===== config.mk =====
export PLATFORM = sky130hd
export DESIGN_NAME = dmac_channel_router_flat
export DESIGN_NICKNAME = d
export VERILOG_FILES = /design/src/rtl/dmac_channel_router_if.sv /design/src/rtl/dmac_channel_router.sv /design/src/flat_wrapper.sv
export SDC_FILE = /design/constraint.sdc
export NUM_CORES = 1
export LEC_CHECK = 0
export BUFFER_PORTS_ARGS = -buffer_cell sky130_fd_sc_hd__buf_2
export CORE_MARGIN = 1
export CORE_UTILIZATION = 42
export CTS_CLUSTER_SIZE = 24
export DETAILED_ROUTE_END_ITERATION = 10
export GPL_TIMING_DRIVEN = 1
export PLACE_DENSITY = 0.66
export SLEW_MARGIN = 20
export SYNTH_ARGS = -nofsm -noshare
export SYNTH_HDL_FRONTEND = slang
export SYNTH_SLANG_ARGS = --single-unit

===== constraint.sdc =====
create_clock -name Clk -period 2.4 [get_ports Clk]
set_input_delay 0.48 -clock Clk [delete_from_list [all_inputs] [get_ports Clk]]
set_output_delay 0.48 -clock Clk [all_outputs]
set_load 0.05 [all_outputs]

===== src/rtl/dmac_channel_router_if.sv =====
// Channel-select handshake, shared DMAC strobes and per-channel outputs of the DMAC channel router.
// The master drives the selection and strobes; the slave (router) drives the routed outputs.
interface dmac_channel_router_if #(
    parameter int NUM_CH = 6,
    parameter int CH_W   = 3
);
    logic [CH_W-1:0]   DMACActivedChannel;
    logic              ChSelValid;
    logic              ChSelReady;
    logic              AutoFIFOReset;
    logic              ChRelease;
    logic              ReadDataEnable;
    logic              WriteDataEnable;
    logic              FIFOReset;
    logic              ErrorClear;
    logic [NUM_CH-1:0] ReadDataEnable_o;
    logic [NUM_CH-1:0] WriteDataEnable_o;
    logic [NUM_CH-1:0] FIFOReset_o;
    logic [CH_W-1:0]   CurrentChannel;
    logic              ChannelActive;
    logic              ChannelError;

    modport master (
        output DMACActivedChannel, ChSelValid, AutoFIFOReset, ChRelease,
               ReadDataEnable, WriteDataEnable, FIFOReset, ErrorClear,
        input  ChSelReady, ReadDataEnable_o, WriteDataEnable_o, FIFOReset_o,
               CurrentChannel, ChannelActive, ChannelError
    );

    modport slave (
        input  DMACActivedChannel, ChSelValid, AutoFIFOReset, ChRelease,
               ReadDataEnable, WriteDataEnable, FIFOReset, ErrorClear,
        output ChSelReady, ReadDataEnable_o, WriteDataEnable_o, FIFOReset_o,
               CurrentChannel, ChannelActive, ChannelError
    );
endinterface


===== src/rtl/dmac_channel_router.sv =====
// Routes the shared DMAC strobes to one of NUM_CH channel FIFOs with break-before-make switching,
// an optional automatic FIFO-reset pulse on a newly selected channel and a sticky range error.
module dmac_channel_router #(
    parameter int NUM_CH     = 6,
    parameter int CH_W       = 3,
    parameter int RST_CYCLES = 2
) (
    input  logic                  Clk,
    input  logic                  Reset,
    dmac_channel_router_if.slave  bus
);
    typedef enum logic [1:0] {
        S_IDLE     = 2'd0,
        S_FLUSH    = 2'd1,
        S_RSTPULSE = 2'd2,
        S_ACTIVE   = 2'd3
    } state_t;

    localparam logic [CH_W:0] LP_NUM_CH   = (CH_W + 1)'(NUM_CH);
    localparam logic [3:0]    LP_CNT_LOAD = 4'(RST_CYCLES - 1);

    state_t            r_state;
    state_t            w_next_state;
    logic [3:0]        r_cnt;
    logic [CH_W-1:0]   r_cur;
    logic              r_auto;
    logic              r_active;
    logic              r_err;
    logic [NUM_CH-1:0] r_rd_o;
    logic [NUM_CH-1:0] r_wr_o;
    logic [NUM_CH-1:0] r_fr_o;
    logic              w_ready;
    logic              w_accept;
    logic              w_bad;
    logic              w_switch;
    logic              w_forward;
    logic [NUM_CH-1:0] w_onehot;

    assign w_accept  = bus.ChSelValid & w_ready;
    assign w_bad     = ({1'b0, bus.DMACActivedChannel} >= LP_NUM_CH);
    // A valid select only moves the channel when it targets a different one (or from IDLE).
    assign w_switch  = w_accept & ~w_bad &
                       ((r_state == S_IDLE) | (bus.DMACActivedChannel != r_cur));
    assign w_forward = (r_state == S_ACTIVE) & (w_next_state == S_ACTIVE);
    assign w_onehot  = NUM_CH'(1'b1) << r_cur;

    // State register.
    always_ff @(posedge Clk or posedge Reset) begin
        if (Reset) begin
            r_state <= S_IDLE;
        end else begin
            r_state <= w_next_state;
        end
    end

    // Next-state logic; an accept in ACTIVE takes priority over ChRelease.
    always_comb begin
        w_next_state = r_state;
        case (r_state)
            S_IDLE: begin
                if (w_switch) w_next_state = S_FLUSH;
                else          w_next_state = S_IDLE;
            end
            S_FLUSH: begin
                if (r_auto) w_next_state = S_RSTPULSE;
                else        w_next_state = S_ACTIVE;
            end
            S_RSTPULSE: begin
                if (r_cnt == 4'd0) w_next_state = S_ACTIVE;
                else               w_next_state = S_RSTPULSE;
            end
            S_ACTIVE: begin
                if (w_switch)                          w_next_state = S_FLUSH;
                else if (bus.ChRelease && !w_accept)   w_next_state = S_IDLE;
                else                                   w_next_state = S_ACTIVE;
            end
            default: w_next_state = S_IDLE;
        endcase
    end

    // Handshake output, decoded from the current state only.
    always_comb begin
        w_ready = 1'b0;
        case (r_state)
            S_IDLE:   w_ready = 1'b1;
            S_ACTIVE: w_ready = 1'b1;
            default:  w_ready = 1'b0;
        endcase
    end

    // Selected channel, pending auto-reset request and reset-pulse counter.
    always_ff @(posedge Clk or posedge Reset) begin
        if (Reset) begin
            r_cur  <= '0;
            r_auto <= 1'b0;
            r_cnt  <= 4'd0;
        end else begin
            if (w_switch) begin
                r_cur  <= bus.DMACActivedChannel;
                r_auto <= bus.AutoFIFOReset;
            end
            if (r_state == S_FLUSH) begin
                r_cnt <= LP_CNT_LOAD;
            end else if ((r_state == S_RSTPULSE) && (r_cnt != 4'd0)) begin
                r_cnt <= r_cnt - 4'd1;
            end
        end
    end

    // Registered per-channel outputs, status and sticky error (set beats clear).
    always_ff @(posedge Clk or posedge Reset) begin
        if (Reset) begin
            r_rd_o   <= '0;
            r_wr_o   <= '0;
            r_fr_o   <= '0;
            r_active <= 1'b0;
            r_err    <= 1'b0;
        end else begin
            r_rd_o   <= (w_forward && bus.ReadDataEnable)  ? w_onehot : '0;
            r_wr_o   <= (w_forward && bus.WriteDataEnable) ? w_onehot : '0;
            r_fr_o   <= ((w_next_state == S_RSTPULSE) || (w_forward && bus.FIFOReset)) ? w_onehot : '0;
            r_active <= (w_next_state == S_ACTIVE);
            if (w_accept && w_bad)     r_err <= 1'b1;
            else if (bus.ErrorClear)   r_err <= 1'b0;
        end
    end

    assign bus.ChSelReady        = w_ready;
    assign bus.ReadDataEnable_o  = r_rd_o;
    assign bus.WriteDataEnable_o = r_wr_o;
    assign bus.FIFOReset_o       = r_fr_o;
    assign bus.CurrentChannel    = r_cur;
    assign bus.ChannelActive     = r_active;
    assign bus.ChannelError      = r_err;
endmodule


===== src/flat_wrapper.sv =====
// flat-port wrapper written by rule: the top's interface ports become plain ports
module dmac_channel_router_flat 
#(
    parameter int NUM_CH     = 6,
    parameter int CH_W       = 3,
    parameter int RST_CYCLES = 2
)
  (Clk, Reset, bus_DMACActivedChannel, bus_ChSelValid, bus_AutoFIFOReset, bus_ChRelease, bus_ReadDataEnable, bus_WriteDataEnable, bus_FIFOReset, bus_ErrorClear, bus_ChSelReady, bus_ReadDataEnable_o, bus_WriteDataEnable_o, bus_FIFOReset_o, bus_CurrentChannel, bus_ChannelActive, bus_ChannelError);
  dmac_channel_router_if #(.NUM_CH(NUM_CH), .CH_W(CH_W)) bus_i ();
  input  logic Clk;
  input  logic Reset;
  input wire logic [$bits(bus_i.DMACActivedChannel)-1:0] bus_DMACActivedChannel;
  input wire logic [$bits(bus_i.ChSelValid)-1:0] bus_ChSelValid;
  input wire logic [$bits(bus_i.AutoFIFOReset)-1:0] bus_AutoFIFOReset;
  input wire logic [$bits(bus_i.ChRelease)-1:0] bus_ChRelease;
  input wire logic [$bits(bus_i.ReadDataEnable)-1:0] bus_ReadDataEnable;
  input wire logic [$bits(bus_i.WriteDataEnable)-1:0] bus_WriteDataEnable;
  input wire logic [$bits(bus_i.FIFOReset)-1:0] bus_FIFOReset;
  input wire logic [$bits(bus_i.ErrorClear)-1:0] bus_ErrorClear;
  output wire logic [$bits(bus_i.ChSelReady)-1:0] bus_ChSelReady;
  output wire logic [$bits(bus_i.ReadDataEnable_o)-1:0] bus_ReadDataEnable_o;
  output wire logic [$bits(bus_i.WriteDataEnable_o)-1:0] bus_WriteDataEnable_o;
  output wire logic [$bits(bus_i.FIFOReset_o)-1:0] bus_FIFOReset_o;
  output wire logic [$bits(bus_i.CurrentChannel)-1:0] bus_CurrentChannel;
  output wire logic [$bits(bus_i.ChannelActive)-1:0] bus_ChannelActive;
  output wire logic [$bits(bus_i.ChannelError)-1:0] bus_ChannelError;
  assign bus_i.DMACActivedChannel = bus_DMACActivedChannel;
  assign bus_i.ChSelValid = bus_ChSelValid;
  assign bus_i.AutoFIFOReset = bus_AutoFIFOReset;
  assign bus_i.ChRelease = bus_ChRelease;
  assign bus_i.ReadDataEnable = bus_ReadDataEnable;
  assign bus_i.WriteDataEnable = bus_WriteDataEnable;
  assign bus_i.FIFOReset = bus_FIFOReset;
  assign bus_i.ErrorClear = bus_ErrorClear;
  assign bus_ChSelReady = bus_i.ChSelReady;
  assign bus_ReadDataEnable_o = bus_i.ReadDataEnable_o;
  assign bus_WriteDataEnable_o = bus_i.WriteDataEnable_o;
  assign bus_FIFOReset_o = bus_i.FIFOReset_o;
  assign bus_CurrentChannel = bus_i.CurrentChannel;
  assign bus_ChannelActive = bus_i.ChannelActive;
  assign bus_ChannelError = bus_i.ChannelError;
  dmac_channel_router #(.NUM_CH(NUM_CH), .CH_W(CH_W), .RST_CYCLES(RST_CYCLES)) u_core (.Clk(Clk), .Reset(Reset), .bus(bus_i));
endmodule

=== Word level (Yosys, flattened, before mapping) ===
Cells that the tools add are included.

* Flip-flop bits (word level): 30
* Bits of input ports: 12

* Reductions and logical operators: 14
* Order comparisons: 1
* Bitwise gates (word level): 6
* Shifts and indexed selects: 1
* Eq/ne operators: 6
* Add/sub/neg operators: 1
* Mux-type cells: 14

{| class="wikitable"
|+ Operators with widths
! cell !! count
|-
| 6-bit two-way mux || 3
|-
| 2-bit equality test, second input constant || 4
|-
| 4-bit two-way mux || 2
|-
| 2-bit case mux with 4 select lines || 1
|-
| 1-bit logical AND || 6
|-
| 1-bit two-way mux || 6
|-
| 1-bit by 3-bit << shifter with 6-bit output, first input constant || 1
|-
| 1-bit AND || 4
|-
| 4-bit logical NOT || 1
|-
| 2-bit two-way mux || 2
|-
| 2-bit nonzero test || 2
|-
| 4-bit nonzero test || 1
|-
| 4-bit by 1-bit subtractor with 4-bit output, second input constant || 1
|-
| 3-bit >= comparator, second input constant || 1
|-
| 3-bit inequality test || 1
|-
| 2-bit by 1-bit equality test with 1-bit output, second input constant || 1
|-
| 2-bit logical NOT || 1
|-
| 2-bit OR reduction || 1
|-
| 1-bit logical NOT || 1
|-
| 1-bit logical OR || 1
|-
| 1-bit NOT || 1
|-
| 1-bit bitwise OR || 1
|}

=== Longest topological paths before layout ===
Gate-level depths: netlist (run 1).

* Depth in word-level cells: 14
* Mapped depth: 9

=== Worst setup path before layout (run 1) ===
OpenSTA, ideal clock, no wires.

* Kind: register -> register
* Start: register u_core.r_state[0]
* End: register u_core.r_fr_o[0] (netlist: u_core.bus.FIFOReset_o[0])
* Data arrival time: 1.853 ns
* Setup time: 0.145 ns
* Stages on the path, launching flop included: 8
* Data required time: 2.255 ns
* Path slack: 0.402 ns
* Cells stage by stage: dfrtp_1 inv_1 ha_1 nand2b_1 a21oi_1 a21oi_2 o22ai_1 nor3_1

* Cells in the longest elaborated chain, start to end: 14

{| class="wikitable"
|+ RTL lines
! item !! RTL line !! text
|-
| from (decl) || dmac_channel_router.sv:22 || <nowiki>state_t r_state;</nowiki>
|-
| from (signal assigned) || dmac_channel_router.sv:52 || <nowiki>r_state <= w_next_state;</nowiki>
|-
| 2-bit equality test / 2-bit logical NOT (equally long branches) || n/a ||
|-
| 2-bit OR reduction (no source line) || n/a ||
|-
| 1-bit two-way mux || dmac_channel_router.sv:84 || <nowiki>case (r_state)</nowiki>
|-
| 1-bit AND || dmac_channel_router.sv:39 || <nowiki>assign w_accept = bus.ChSelValid & w_ready;</nowiki>
|-
| 1-bit logical NOT || dmac_channel_router.sv:74 || <nowiki>else if (bus.ChRelease && !w_accept) w_next_state = S_IDLE;</nowiki>
|-
| 1-bit logical AND || dmac_channel_router.sv:74 ||
|-
| 2-bit two-way mux || dmac_channel_router.sv:74 ||
|-
| 2-bit two-way mux || dmac_channel_router.sv:73 || <nowiki>if (w_switch) w_next_state = S_FLUSH;</nowiki>
|-
| 2-bit case mux with 4 select lines || dmac_channel_router.sv:59 || <nowiki>case (r_state)</nowiki>
|-
| 2-bit equality test || dmac_channel_router.sv:44 || <nowiki>assign w_forward = (r_state == S_ACTIVE) & (w_next_state == S_ACTIVE);</nowiki>
|-
| 1-bit AND || dmac_channel_router.sv:44 ||
|-
| 1-bit logical AND || dmac_channel_router.sv:121 || <nowiki>r_fr_o <= ((w_next_state == S_RSTPULSE) || (w_forward && bus.FIFOReset)) ? w_onehot : '0;</nowiki>
|-
| 1-bit logical OR (*) || dmac_channel_router.sv:121 ||
|-
| 6-bit two-way mux (*) || dmac_channel_router.sv:121 ||
|-
| to (signal assigned) || dmac_channel_router.sv:121 ||
|-
| to (decl) || dmac_channel_router.sv:31 || <nowiki>logic [NUM_CH-1:0] r_fr_o;</nowiki>
|}

Mark *: on every way between the ends. The rest lies on a longest branch, timed or not.
A chain may end at the register's enable or synchronous reset.

=== Worst setup path in the final report (run 1) ===
* Start: register u_core.r_state[0]
* End: register u_core.r_rd_o[2] (netlist: u_core.bus.ReadDataEnable_o[2])

* Cells in the longest elaborated chain, start to end: 13

{| class="wikitable"
|+ RTL lines
! item !! RTL line !! text
|-
| 2-bit equality test / 2-bit logical NOT (equally long branches) || dmac_channel_router.sv:59, dmac_channel_router.sv:84, dmac_channel_router.sv:43 ||
|-
| 2-bit OR reduction (no source line) || n/a ||
|-
| 1-bit two-way mux || dmac_channel_router.sv:84 ||
|-
| 1-bit AND || dmac_channel_router.sv:39 ||
|-
| 1-bit logical NOT || dmac_channel_router.sv:74 ||
|-
| 1-bit logical AND || dmac_channel_router.sv:74 ||
|-
| 2-bit two-way mux || dmac_channel_router.sv:74 ||
|-
| 2-bit two-way mux || dmac_channel_router.sv:73 ||
|-
| 2-bit case mux with 4 select lines (*) || dmac_channel_router.sv:59 ||
|-
| via u_core.w_next_state[0] || dmac_channel_router.sv:23 || <nowiki>state_t w_next_state;</nowiki>
|-
| 2-bit equality test (*) || dmac_channel_router.sv:44 ||
|-
| 1-bit AND (*) || dmac_channel_router.sv:44 ||
|-
| 1-bit logical AND (*) || dmac_channel_router.sv:119 || <nowiki>r_rd_o <= (w_forward && bus.ReadDataEnable) ? w_onehot : '0;</nowiki>
|-
| 6-bit two-way mux (*) || dmac_channel_router.sv:119 ||
|-
| to (signal assigned) || dmac_channel_router.sv:119 ||
|-
| to (decl) || dmac_channel_router.sv:29 || <nowiki>logic [NUM_CH-1:0] r_rd_o;</nowiki>
|}

The timed path passes the listed nets; every way through them passes the cells marked *.

==> results of run 1 <==
-- synth_stat cells, types with 2 or more instances --
cell type  count
nor3_1        17
xor2_1         2
nand2b_1       3
nor2b_1        3
xnor2_1        4
dfrtp_1       30
nand2_1       14
nor2_1         5
nand3b_1       2
a21oi_1        3
inv_1         11
buf_6          2
ha_1           6
o22ai_1        2
-- worst paths after layout --
check | startpoint | endpoint | slack (ps)
max | u_core.r_state[0]$_DFF_PP0_ | u_core.bus.ReadDataEnable_o[2]$_DFF_PP0_ | 170
min | Reset | u_core.bus.ReadDataEnable_o[1]$_DFF_PP0_ | 210
max reg2reg | u_core.r_state[0]$_DFF_PP0_ | u_core.bus.ReadDataEnable_o[2]$_DFF_PP0_ | 170
min reg2reg | u_core.bus.ChannelError$_DFFE_PP0P_ | u_core.bus.ChannelError$_DFFE_PP0P_ | 550
max in group asynchronous | Reset | u_core.bus.ReadDataEnable_o[3]$_DFF_PP0_ | 1920
min in group Clk | bus_ErrorClear | u_core.bus.ChannelError$_DFFE_PP0P_ | 340
-- power by group --
part / switching, mW / internal, mW / leakage (nW)
sequential: 0.122 / 0.628 / 0.400
clock: 0.158 / 0.105 / 0.0308
combinational: 0.759 / 0.376 / 0.410
total: 1.04 / 1.11 / 0.841
-- per-layer routing --
layer	routed length (um)	share of wire [%]	up-vias
li1	-	-	489
met1	1100	45	477
met2	1140	47	42
met3	191	7.8	3
met4	17	0.70	0
met5	0	0	-
-- through the flow --
| step | util (%) | power [mW] | std cells | setup slack, ps | cell area (um^2) |
|---|---|---|---|---|---|
| 4_1_cts | 52.8 | 2.17 | 208 | 169 | 1600 |
| 6_report | 52.8 | 2.15 | 208 | 167 | 1600 |
| 3_3_place_gp | 51.2 | 1.86 | 201 | 293 | 1550 |
| 5_1_grt | 52.8 | 2.31 | 208 | 12.4 | 1600 |
| 2_1_floorplan | - | 1.66 | 122 | 402 | 1330 |
| 3_5_place_dp | 51.2 | 1.90 | 201 | 187 | 1550 |
-- cells in the final DEF, fill, tap and decap left out, types with 3 or more instances in the layout --
cell type	instances
inv_1	11
nor2_1	5
nor3_1	17
buf_4	4
buf_2	35
dfrtp_1	30
xnor2_1	4
ha_1	6
clkbuf_4	5
nand2_1	14
a21oi_1	3
nor2b_1	3
nand2b_1	3
-- state kept, by name, summed over array words and instances, names as in the netlist --
| signal | flops |
|---|---|
| u_core.bus.CurrentChannel | 3 |
| u_core.bus.ChannelActive | 1 |
| u_core.bus.ReadDataEnable_o | 6 |
| u_core.bus.ChannelError | 1 |
| u_core.r_state | 2 |
| u_core.bus.FIFOReset_o | 6 |
| u_core.r_cnt | 4 |
| u_core.r_auto | 1 |
| u_core.bus.WriteDataEnable_o | 6 |
-- kinds of logic after synthesis --
kind of cell | count (synthesis)
multiplexers | 1
AO/OA/AOI/OAI | 12
adder cells (fa/ha/maj) | 6
AND/OR/NAND/NOR | 51
XOR/XNOR | 6
buffers and inverters | 16
flip-flops | 30
-- tightest hold or removal path, stage by stage --
cell and delay (ps):
buf_2 90, inv_1 40, buf_4 330
-- layout make-up --
type	count	area (um^2)
Timing Repair Buffer	39	205
Tap cell	44	55.1
Clock inverter	2	10.0
Multi-Input combinational cell	76	495
Clock buffer	5	37.5
Fill cell	294	1430
Inverter	12	45.0
Sequential cell	30	751
==> results.json, run 1 <==
{
  "outcome": "finished, final reports clean",
  "antenna_found_initial": 0,
  "core_area_um2": 3030,
  "whs_ps": 208,
  "cp-end-kind": "flip-flop",
  "ys_warn_count": 0,
  "max_freq_ghz": 0.448,
  "slowest_delay_ps": 440,
  "yosysSeqAreaShare_pct": 56.6,
  "cts_resized": 0,
  "cts_tree": "done",
  "arrival_ps": 2470,
  "portBuffers": 35,
  "use_met3_pct": 6.25,
  "hpwl_um": 1890,
  "p_per_area_nw_per_um2": 1340,
  "areaGrowthSynthToFinish_pct": 20.6,
  "drc": 0,
  "grt_start_max_net_pins": 31,
  "leakagePower_nw": 0.841,
  "htree_levels": 2,
  "critPathTopFamily": "compound AO/OA/AOI/OAI gates",
  "synth_nets": 140,
  "die_y_um": 58.2,
  "antennaDiodeCount": 0,
  "setup_viol": 0,
  "synthAdderAreaFrac_pct": 5.66,
  "fin_skew_ps": 5.89,
  "syn_area_um2": 1330,
  "die_w_um": 58.2,
  "insertion_delay_ps": 320,
  "ios": 36,
  "wl_um": 2440,
  "ff2ff_path_depth": 8,
  "clk_pin_slew_ps": 90,
  "crit_chain": "inv_1 -> ha_1 -> nor2b_1 -> nand2_1 -> a221o_1 -> inv_2 -> o221ai_2 -> nor3_1",
  "via_per_inst": 4.86,
  "startpoint_type": "flip-flop",
  "grt_pass1_vias": 936,
  "max_cap_viol_count": 0,
  "cts_max_path_buffers": 2,
  "synth_top_area_share_pct": 56.6,
  "finalSetupTns_ps": 0,
  "gr-usage-met2_pct": 26.4,
  "vdd_drop_max_mv": 0.768,
  "layout-drive-gt1-share_pct": 32.3,
  "hold_viol": 0,
  "grt_pass1_wl_um": 4020,
  "synthXorXnorAreaFrac_pct": 3.96,
  "muxShareOfSynthArea_pct": 0.849,
  "tightestPinTransition_ps": 570,
  "dieArea_um2": 3390,
  "synth_area_leaders": "dfrtp_1, nor3_1, ha_1",
  "ys_types": 32,
  "drv_slew": 0,
  "synth_top_family_by_area": "simple AND/OR/NAND/NOR gates",
  "syn_inst": 122,
  "cp_slowest_cell": "dfrtp_1",
  "min_path_type": "primary input to asynchronous set/reset pin",
  "synth_edf_count": 0,
  "period_minus_slack_ps": 2230,
  "worst-setup-path-type": "flip-flop to flip-flop",
  "num-nets-final": 182,
  "synth_seq_cells": 30,
  "cp_num_cells": 8,
  "wire_per_inst_um": 11.8,
  "synth_top_cell_by_area": "dfrtp_1",
  "path_max_fanout": 12,
  "holdBufCountCts": 0,
  "ys.flop_type": "dfrtp_1",
  "vias": 1011,
  "busiest_layer": "met2",
  "first_pass_iters": 4,
  "num_rows": 20,
  "gp_congestion": 0.821,
  "max_slew_margin_pct": 62.0,
  "critPathBufInv": 2,
  "synth_compound_area_share_pct": 6.89,
  "rsz0062_at_grt": "no",
  "clockRootBuffer": "clkbuf_4",
  "ant_nets": 0,
  "fin_crit_sh_pct": 93.1,
  "initial_utilization_pct": 43.8,
  "grtUsageTotal_pct": 16.3,
  "postCtsSetupBuffers": 0,
  "drt_iter0_drc": 19,
  "grt.met1_usage_pct": 20.1,
  "numCtsBuffers": 5,
  "numClockSinks": 30,
  "grt-ovfl-total": 0,
  "worstPathRequired_ps": 2630,
  "synth-async-reset-ratio_pct": 100,
  "syn_area_per_cell_um2": 10.9,
  "synth_simple_gate_area_share_pct": 20.0
}
(Power assumes the default switching activity.)
==> run 2, diff against run 1 <==
- MAX_ROUTING_LAYER: unset -> met4
==> run 2 against run 1 <==
Compared with the run above:
- register-to-register slack about the same
- design area unchanged
- largest cell class unchanged
- setup slack about the same
- via count up 0.20%
- sequential share of layout area unchanged
- combinational power about the same
- utilization unchanged
- flip-flop and latch count unchanged
- first-iteration DRC count unchanged
- power about the same
- sequential power about the same
==> results.json, run 2 (synthesis gave the netlist of run 1 again) <==
{
  "reg2reg_slack_ps": 170,
  "max_slew_margin_pct": 62.0,
  "cts_max_path_buffers": 2,
  "htree_levels": 2,
  "r2r_start": "u_core.r_state[0]$_DFF_PP0_",
  "grt-ovfl-total": 0,
  "crit_chain": "inv_1 -> ha_1 -> nor2b_1 -> nand2_1 -> a221o_1 -> inv_2 -> o221ai_2 -> nor3_1",
  "finalWorstSetupSlack_ps": 167,
  "slowest_delay_ps": 440,
  "grt.met1_usage_pct": 20.1,
  "outcome": "finished, final reports clean",
  "fin_cells": 208,
  "cp_slowest_cell": "dfrtp_1",
  "max_cap_viol_count": 0,
  "path_max_fanout": 12,
  "portBuffers": 35,
  "arrival_ps": 2460,
  "vias": 1013,
  "critPathTopFamily": "compound AO/OA/AOI/OAI gates",
  "dieArea_um2": 3390,
  "worst-setup-path-type": "flip-flop to flip-flop",
  "cp-end-kind": "flip-flop",
  "vdd_drop_max_mv": 0.768,
  "clk_pin_slew_ps": 90,
  "final_cell_mix": "buf_2, dfrtp_1, nor3_1",
  "leakagePower_nw": 0.841,
  "fin_util_pct": 52.8,
  "max_freq_ghz": 0.448,
  "areaGrowthSynthToFinish_pct": 20.6,
  "numCtsBuffers": 5,
  "drt_iter0_drc": 19,
  "worstPathRequired_ps": 2630,
  "fin_skew_ps": 5.89,
  "antenna_found_initial": 0,
  "num_rows": 20,
  "placed_cells": 201,
  "ios": 36,
  "gr-usage-met2_pct": 26.4,
  "drv_slew": 0,
  "wire_per_inst_um": 11.7,
  "setup_viol": 0,
  "cts_tree": "done",
  "fin_crit_sh_pct": 93.1,
  "grtUsageTotal_pct": 16.8,
  "ff2ff_path_depth": 8,
  "insertion_delay_ps": 320,
  "min_path_type": "primary input to asynchronous set/reset pin",
  "p_per_area_nw_per_um2": 1340,
  "die_y_um": 58.2,
  "holdBufCountCts": 0,
  "critPathBufInv": 2,
  "busiest_layer": "met2",
  "hold_viol": 0,
  "core_area_um2": 3030,
  "antennaDiodeCount": 0,
  "grt_pass1_vias": 935,
  "clockRootBuffer": "clkbuf_4",
  "period_minus_slack_ps": 2230,
  "grt_pass1_wl_um": 4020,
  "first_pass_iters": 4,
  "hpwl_um": 1890,
  "numClockSinks": 30,
  "finalSetupTns_ps": 0,
  "postCtsSetupBuffers": 0,
  "grt_start_max_net_pins": 31,
  "r2r-end": "u_core.bus.ReadDataEnable_o[2]$_DFF_PP0_",
  "tightestPinTransition_ps": 570,
  "initial_utilization_pct": 43.8,
  "cts_resized": 0,
  "startpoint_type": "flip-flop",
  "via_per_inst": 4.87,
  "ant_nets": 0,
  "wl_um": 2440,
  "num-nets-final": 182,
  "gp_congestion": 0.834,
  "layout-drive-gt1-share_pct": 32.3,
  "die_w_um": 58.2,
  "rsz0062_at_grt": "no",
  "final_common_cell": "buf_2",
  "place_ws_ps": 187,
  "drc": 0,
  "use_met3_pct": 6.25
}
run 2: final cells by class:
type / count / area [um^2]
Clock buffer: 5 / 37.5
Clock inverter: 2 / 10.0
Fill cell: 294 / 1430
Inverter: 12 / 45.0
Multi-Input combinational cell: 76 / 495
Sequential cell: 30 / 751
Tap cell: 44 / 55.1
Timing Repair Buffer: 39 / 205
run 2: how the worst max path moves through the flow:
stage                                startpoint                                        end  slack, ps  depth (start not counted)
finish              u_core.r_state[0]$_DFF_PP0_   u_core.bus.ReadDataEnable_o[2]$_DFF_PP0_        170                          8
global route        u_core.r_state[1]$_DFF_PP0_   u_core.bus.ReadDataEnable_o[2]$_DFF_PP0_         10                          8
CTS                 u_core.r_state[0]$_DFF_PP0_   u_core.bus.ReadDataEnable_o[3]$_DFF_PP0_        170                          8
detailed placement  u_core.r_state[0]$_DFF_PP0_  u_core.bus.WriteDataEnable_o[2]$_DFF_PP0_        190                          8
global placement    u_core.r_state[0]$_DFF_PP0_  u_core.bus.WriteDataEnable_o[3]$_DFF_PP0_        290                          8
floorplan           u_core.r_state[0]$_DFF_PP0_        u_core.bus.FIFOReset_o[0]$_DFF_PP0_        400                          7
run 2: tightest hold or removal path, delay by kind of cell:
family	cells	cell delay (ps)
buffers and inverters	3	460
run 2: power by group:
group	internal, mW	total [mW]	switching, mW
sequential	0.628	0.750	0.122
combinational	0.376	1.14	0.759
clock	0.105	0.262	0.157
total	1.11	2.15	1.04
run 2: layer usage:
layer / wire length (um) / up-vias / share of wire, %
met5: 0 / - / 0
met4: 23 / 0 / 0.94
met3: 189 / 5 / 7.7
met2: 1130 / 42 / 46
met1: 1100 / 477 / 45
li1: - / 489 / -
run 2: metrics by stage:
| step | power [mW] | hold slack (ps) | cell area, um^2 |
|---|---|---|---|
| after floorplan | 1.66 | 506 | 1330 |
| after global placement | 1.86 | 524 | 1550 |
| after detailed placement | 1.90 | 550 | 1550 |
| after CTS | 2.17 | 212 | 1600 |
| after global routing | 2.31 | 233 | 1600 |
| final | 2.15 | 209 | 1600 |
==> run 3, diff against run 2 <==
- CTS_BUF_LIST: unset -> sky130_fd_sc_hd__clkbuf_4
- PLACE_DENSITY: 0.66 -> unset
- PLACE_DENSITY_LB_ADDON: unset -> 0.05
==> run 3 against run 2 <==
Compared with the run above:
- maximum frequency up 1.3%
- count of clock-buffer cells in the layout stayed put
- utilization up 2.1 points
- first-iteration DRC count decreased by 11%
- worst hold slack worse by 5.3 ps
- non-clock buffer count up 1
- final cell count increased by 0.96%
- critical path depth did not move
- clock skew increased by 8.1 ps
- combinational power increased by 4%
- sequential share of layout area shrank 1.7 points
- sequential power is 0.8% lower
- critical endpoint is now u_core.bus.WriteDataEnable_o[3]$_DFF_PP0_
- highest routed layer unchanged
==> results.json, run 3 (synthesis gave the netlist of run 1 again) <==
{
  "outcome": "finished, final reports clean",
  "via_per_inst": 4.73,
  "whs_ps": 204,
  "min_path_type": "primary input to asynchronous set/reset pin",
  "worstPathRequired_ps": 2640,
  "gr-usage-met2_pct": 30.0,
  "rsz0062_at_grt": "no",
  "dieArea_um2": 3390,
  "clockRootBuffer": "clkbuf_4",
  "die_y_um": 58.2,
  "ant_nets": 0,
  "initial_utilization_pct": 43.8,
  "drc": 0,
  "final_cell_mix": "buf_2, dfrtp_1, nor3_1",
  "fin_crit_sh_pct": 91.9,
  "postCtsSetupBuffers": 0,
  "num-nets-final": 183,
  "grt-ovfl-total": 0,
  "cp-end-kind": "flip-flop",
  "gp_congestion": 0.752,
  "numCtsBuffers": 5,
  "core_area_um2": 3030,
  "fillers": 267,
  "grt_pass1_vias": 1014,
  "period_minus_slack_ps": 2210,
  "setup_viol": 0,
  "path_max_fanout": 12,
  "antennaDiodeCount": 0,
  "drt_iter0_drc": 17,
  "vias": 993,
  "num_rows": 20,
  "numClockSinks": 30,
  "seq_area_um2": 753,
  "cts_tree": "done",
  "insertion_delay_ps": 330,
  "cp_slowest_cell": "dfrtp_2",
  "grt_start_max_net_pins": 31,
  "tightestPinTransition_ps": 573,
  "arrival_ps": 2450,
  "slowest_delay_ps": 420,
  "vdd_drop_max_mv": 0.891,
  "grt_pass1_wl_um": 4690,
  "max_cap_viol_count": 0,
  "die_w_um": 58.2,
  "multiInputGateArea_um2": 495,
  "finalSetupTns_ps": 0,
  "first_pass_iters": 6,
  "hpwl_um": 1990,
  "placed_cells": 202,
  "antenna_found_initial": 0,
  "holdBufCountCts": 0,
  "use_met3_pct": 6.03,
  "cts_resized": 0,
  "cts_max_path_buffers": 2,
  "max_slew_margin_pct": 61.8,
  "fin_skew_ps": 14.0,
  "wl_um": 2660,
  "hold_viol": 0,
  "drv_slew": 0,
  "startpoint_type": "flip-flop",
  "final_common_cell": "buf_2",
  "grtUsageTotal_pct": 19.7,
  "max_freq_ghz": 0.453,
  "ios": 36,
  "htree_levels": 2,
  "p_per_area_nw_per_um2": 1450,
  "layout-drive-gt1-share_pct": 33.7,
  "busiest_layer": "met2",
  "areaGrowthSynthToFinish_pct": 25.4,
  "leakagePower_nw": 0.865,
  "wire_per_inst_um": 12.7,
  "portBuffers": 35,
  "grt.met1_usage_pct": 24.9,
  "worst-setup-path-type": "flip-flop to flip-flop",
  "crit_chain": "inv_1 -> ha_1 -> nor2b_1 -> nand2_1 -> a221o_1 -> inv_2 -> o221ai_2 -> nor3_1",
  "fin_cells": 210,
  "clk_pin_slew_ps": 100
}
[run 3: through the flow]
stage / utilization (%) / setup slack [ps] / area [um^2] / power [mW]
after floorplan: - / 402 / 1330 / 1.66
after CTS: 54.8 / 122 / 1660 / 2.43
final: 54.9 / 195 / 1660 / 2.41
after global placement: 51.5 / 208 / 1560 / 1.90
after detailed placement: 51.5 / 165 / 1560 / 1.93
after global routing: 54.9 / 22.7 / 1660 / 2.59
[run 3: cell type report]
cell class              count  area share [%]
flip-flops and latches     30            45.3
well taps                  44            3.31
multi-input cells          76            29.8
repair buffers             40            12.8
clock inverters             3            3.84
inverters                  12            2.71
clock buffers               5            2.26
[run 3: path summary, 6_finish.rpt]
check                      cells after the start  slack [ps]                                 from                                        end
max                                            8         190          u_core.r_state[0]$_DFF_PP0_  u_core.bus.WriteDataEnable_o[3]$_DFF_PP0_
min                                            3         200                                Reset   u_core.bus.ReadDataEnable_o[0]$_DFF_PP0_
max reg2reg                                    8         190          u_core.r_state[0]$_DFF_PP0_  u_core.bus.WriteDataEnable_o[3]$_DFF_PP0_
min reg2reg                                    2         540  u_core.bus.ChannelError$_DFFE_PP0P_        u_core.bus.ChannelError$_DFFE_PP0P_
max in group asynchronous                      3        1900                                Reset                u_core.r_state[0]$_DFF_PP0_
min in group Clk                               2         340                       bus_ErrorClear        u_core.bus.ChannelError$_DFFE_PP0P_
[run 3: worst max-delay path, delay by kind of cell (launching register included)]
kind,cells,cell delay (ps)
buf+inv,2,180
fa+ha+maj,1,330
flops,1,420
simple gates,3,580
compound gates,2,620
[run 3: where the power goes]
group / switching [mW] / internal, mW
sequential: 0.113 / 0.631
clock: 0.165 / 0.321
combinational: 0.796 / 0.386
[run 3: per-layer routing]
metal / vias up / wire (um) / part of all wire [%]
met3: 6 / 144 / 5.4
met1: 459 / 1210 / 46
li1: 495 / - / -
met4: 0 / 45 / 1.7
met5: - / 0 / 0
met2: 33 / 1260 / 47
